[src/rtl/pc_fetch.sv]
// IF-stage program counter with one-entry pending-redirect buffer.
// Ports: clk, reset_n, stall, redirect_valid/target in; imem_req/ack/addr,
// PC, PC4, if_valid, addr_err out. Optional: PC_MISALIGN_CHECK_EN.
module pc_fetch #(
    parameter logic [31:0] RESET_PC = 32'h0000_3000
) (
    input  logic        clk,
    input  logic        reset_n,
    input  logic        stall,
    input  logic        redirect_valid,
    input  logic [31:0] redirect_target,
    output logic        imem_req,
    input  logic        imem_ack,
    output logic [31:0] imem_addr,
    output logic [31:0] PC,
    output logic [31:0] PC4,
    output logic        if_valid,
    output logic        addr_err
);

    typedef enum logic {
        RUN,
        PEND
    } state_t;

    state_t      state;
    logic [31:0] pend_target;
    logic        req_q;
    logic        advance;
    logic        redir_ok;
    logic [31:0] redir_tgt;

    assign imem_req  = req_q;
    assign imem_addr = PC;
    assign PC4       = PC + 32'd4;
    assign advance   = req_q & imem_ack & ~stall;
    assign if_valid  = advance;

`ifdef PC_MISALIGN_CHECK_EN
    logic misaligned;
    assign misaligned = |redirect_target[1:0];
    // A misaligned target is dropped; the fetch falls through to PC4.
    assign redir_ok   = redirect_valid & ~misaligned;
    assign redir_tgt  = redirect_target;
    assign addr_err   = req_q & redirect_valid & misaligned;
`else
    assign redir_ok   = redirect_valid;
    assign redir_tgt  = redirect_target & ~32'h0000_0003;
    assign addr_err   = 1'b0;
`endif

    always_ff @(posedge clk or negedge reset_n) begin
        if (!reset_n) begin
            PC          <= RESET_PC;
            state       <= RUN;
            pend_target <= 32'h0;
            req_q       <= 1'b0;
        end else begin
            req_q <= 1'b1;
            unique case (state)
                RUN: begin
                    if (advance) begin
                        PC <= redir_ok ? redir_tgt : PC4;
                    end else if (redir_ok) begin
                        // Delay slot not fetched yet: hold the target.
                        pend_target <= redir_tgt;
                        state       <= PEND;
                    end
                end
                PEND: begin
                    // First latched target wins; new redirects ignored.
                    if (advance) begin
                        PC    <= pend_target;
                        state <= RUN;
                    end
                end
                default: state <= RUN;
            endcase
        end
    end

endmodule

[config.mk]
export PLATFORM = sky130hd
export DESIGN_NAME = pc_fetch
export DESIGN_NICKNAME = d
export VERILOG_FILES = /design/src/rtl/pc_fetch.sv
export SDC_FILE = /design/constraint.sdc
export NUM_CORES = 1
export LEC_CHECK = 0
export ABC_AREA = 1
export ABC_CLOCK_PERIOD_IN_PS = 1800
export CAP_MARGIN = 20
export CORE_MARGIN = 5
export CORE_UTILIZATION = 41
export DETAILED_ROUTE_END_ITERATION = 10
export PLACE_DENSITY = 0.77
export SLEW_MARGIN = 10
export SYNTH_ARGS = -nofsm -noshare
export SYNTH_HDL_FRONTEND = slang
export SYNTH_SLANG_ARGS = --single-unit
[constraint.sdc]
create_clock -name clk -period 1.8 [get_ports clk]
set_input_delay 0.54 -clock clk [delete_from_list [all_inputs] [get_ports clk]]
set_output_delay 0.54 -clock clk [all_outputs]
set_load 0.02 [all_outputs]
==> out/results.env <==
LAYOUT.FILLER_CELLS=710
STATIC-LEAKAGE-POWER_uW=0.00279
CRIT-REG2REG-LAUNCH='PC[13]'
VIOLATIONS_IN_THE_FINAL_REPORTS='setup timing'
N_ANTENNA_CELL=0
HIGHEST_FANOUT_SEEN_ON_THE_CRITICAL_PATH=3
FINAL-MAX-SLEW-VIOLATION-COUNT=0
YOSYSWARNINGS=0
SEQ_AREA_FRAC_SYNTH_PCT=40.2
POST_SYNTH_INST_COUNT=459
CTS_ROOT_BUF='clkbuf_8'
FINCLKSKEW_NS=0.0110
FF_LATCH_AREA_SQ_MM=0.00157
DR.FIRST_ITER.DRC_COUNT=226
TIMING.CRITICAL_PATH.TO_TYPE='output pin'
FIN_CRIT_SH_PCT=132
GRT-OVFL-TOTAL=0
WORST_IR_DROP_VDD_uV=538
PORT_BUFFERS=126
WHS_NS=0.202
LAYOUT_SETUP_WS_NS=-0.570
MULTI_INPUT_AREA_SQ_MM=0.00233
DETAILEDPLACEMENTHPWL_UM=8940
FINALHOLDVIOLATIONS=0
NUMBER_OF_NETS_IN_THE_FINISHED_DESIGN=668
MIN_PERIOD_NS=2.37
FIRST_GLOBAL_VIAS=4191
NUMBER_OF_VIAS_AFTER_DETAILED_ROUTING=3924
DR.PASS1.ITERS=4
SYN-CELL-AREA_SQ_MM=0.00387
HOLD_PATH_CLASS='input port to asynchronous set/reset pin'
DETAIL_ROUTE.VIAS_PER_CELL=5.26
CLKSINKCOUNT=62
FLOORPLAN.INITIALDENSITY_PCT=42.0
GRT_MAX_DEGREE=63
MAXCLOCKFREQUENCY_MHz=422
CLOCK_TREE.HTREE_LEVEL_COUNT=3
MAXCAPVIOLCOUNT=0
AREA_GROWTH_FROM_SYNTHESIS_TO_LAYOUT_PCT=61.0
INSERTION_DELAY_NS=0.35
TIMING.CRITICAL_PATH.REQUIRED_NS=1.26
GRT_FIRST_PASS_WIRELENGTH_UM=20900
SYNTH.FF_LATCH_COUNT=62
R2R_CELLS=10
CRIT_START='PC[13]'
FINAL_CELL_MIX='81 x nand2_1, 77 x buf_4, 47 x dfrtp_1'
STATUS='finished, violations left'
SETUP.REG_TO_REG.WORST_SLACK_NS=0.11
TIMING.RR.END='PC[24]'
FINAL-SETUP-VIOL-COUNT=30
WORST_SETUP_PATH_ENDPOINT='PC4[31]'
STARTPOINT_TYPE='flip-flop'
GRT_ANTENNA_BEFORE_REPAIR=0
CLK_PIN_SLEW_NS=0.07
DRT.ANTENNA.VIOLATING_NETS=0
FIN_SETUP_TNS_NS=-12.87
LAYOUT-DRIVE-GT1-SHARE_PCT=45.4
DP_WORST_SETUP_SLACK_NS=-0.698
POWER-PER-CELL-AREA_mW_PER_MM2=1160
DRT-WIRELENGTH-PER-CELL_UM=17.5
ROUTE.FINAL.WIRE_LENGTH_UM=13100
DIE-WIDTH_UM=107
GRT_SETUP_UNREPAIRED='yes'
FINAL_COMMON_CELL='nand2_1'
SETUP.WORST_PATH.CLASS='flip-flop to output pin'
NUMBER_OF_BUFFERS_ADDED_BY_THE_CLOCK_TREE_SYNTHESIS_STEP=9
SYNTH.DISTINCT_CELLS=32
CTS_BUFFER_DEPTH=2
ROUTE.DETAILED.DRC=0
DIE_H_UM=107
PLACE_CONGESTION=0.911
DIEAREA_SQ_MM=0.0115
CORE_AREA_SQ_MM=0.00920
IOS=136
WORST-ENDPOINT-ARRIVAL_NS=1.83
PLACEMENT_ROWS=35
SYN_AVG_CELL_AREA_SQ_UM=8.42
GROUTE.USAGE.OVERALL_PCT=22.8
CTS_HOLD_BUFFERS=0
CTS_TREE='yes'
## flip-flops by register name, summed over array words and instances (netlist names)
register,flops
PC,30
imem_req,1
pend_target,30
state,1
## synth_stat cells (all sizes together)
| cell type | count | area (sq um) |
|---|---|---|
| a31oi | 6 | 37.5 |
| dfrtp | 60 | 1500 |
| nand3 | 6 | 30.0 |
| o21ai | 3 | 15.0 |
| a221oi | 21 | 184 |
| and2 | 3 | 18.8 |
| xnor2 | 3 | 26.3 |
| ha | 1 | 12.5 |
| xor2 | 12 | 150 |
| nor3 | 1 | 5.00 |
| nand2 | 123 | 484 |
| dfstp | 2 | 52.6 |
| a21oi | 29 | 145 |
| nand3b | 8 | 60.1 |
| buf | 43 | 308 |
| clkbuf | 12 | 45.0 |
| a22oi | 1 | 7.51 |
| a32oi | 1 | 8.76 |
| inv | 21 | 78.8 |
| nand4 | 1 | 6.26 |
| o211ai | 2 | 15.0 |
| conb | 2 | 7.51 |
| mux2 | 28 | 315 |
| nor2 | 70 | 352 |
## critical path, stage by stage, from the launching register on
cell and delay (ns):
dfstp_2 0.60, nand2_4 0.08, nor2_4 0.13, nand2_2 0.08
nor2_4 0.11, buf_4 0.12, nand2_1 0.05, nand2_1 0.09
nand2_2 0.09, buf_6 0.14
## repair_timing
action	4_1_cts	5_1_grt
endpoints found under the setup margin	120	54
gates resized for setup	326	67
pin swaps	36	35
buffers inserted	13	7
## report_power, final
| group | total, uW | switching [uW] | internal (uW) |
|---|---|---|---|
| clock | 1400 | 587 | 812 |
| sequential | 2050 | 285 | 1770 |
| combinational | 3780 | 2070 | 1710 |
| total | 7230 | 2940 | 4290 |
## how the worst min path moves through the flow
stage                        start               to  slack, ns  depth (start not counted)
floorplan                  reset_n           PC[10]       0.24                          0
global placement    pend_target[3]   pend_target[3]       0.47                          2
detailed placement  pend_target[2]   pend_target[2]       0.48                          2
CTS                        reset_n  pend_target[18]       0.21                          2
global route               reset_n  pend_target[22]       0.24                          2
finish                     reset_n  pend_target[18]       0.20                          2
## per-layer routing
metal / part of all wire [%] / vias up / GRT usage [%]
met2: 52 / 160 / 39.7
li1: - / 1802 / -
met3: 7.5 / 26 / 5.12
met1: 38 / 1936 / 28.2
met5: 0 / - / 0
met4: 2.0 / 0 / 6.76
## final cells by class
type                       instances  area share (%)
clock buffer                      10            2.21
timing repair buffer             209            30.2
multi-input combinational        327            37.5
inverter                          21            1.27
clock inverter                     6            1.37
tap                              111            2.23
sequential                        62            25.2
## kinds of logic (layout without fill, tap and decap cells)
kind of cell / count (synthesis) / count (layout) / share of synthesized area [%]
and+or+nand+nor: 212 / 212 / 24.7
buffers and inverters: 76 / 246 / 11.2
AOI/OAI and AO/OA: 63 / 63 / 10.7
DFF: 62 / 62 / 40.2
muxes: 28 / 28 / 8.16
xor gates and xnor gates: 15 / 15 / 4.56
other: 2 / 8 / 0.194
adders and majority gates: 1 / 1 / 0.324
## metrics by stage
step	area (sq um)	total power [uW]	std cells	util [%]
detailed placement	5620	5650	711	61.2
finish	6220	7230	746	67.7
CTS	6000	7020	740	65.3
global placement	5620	5560	711	61.2
floorplan	4060	4030	465	-
global route	6220	7590	746	67.7
Note: power is estimated with default switching activity, not from simulation.
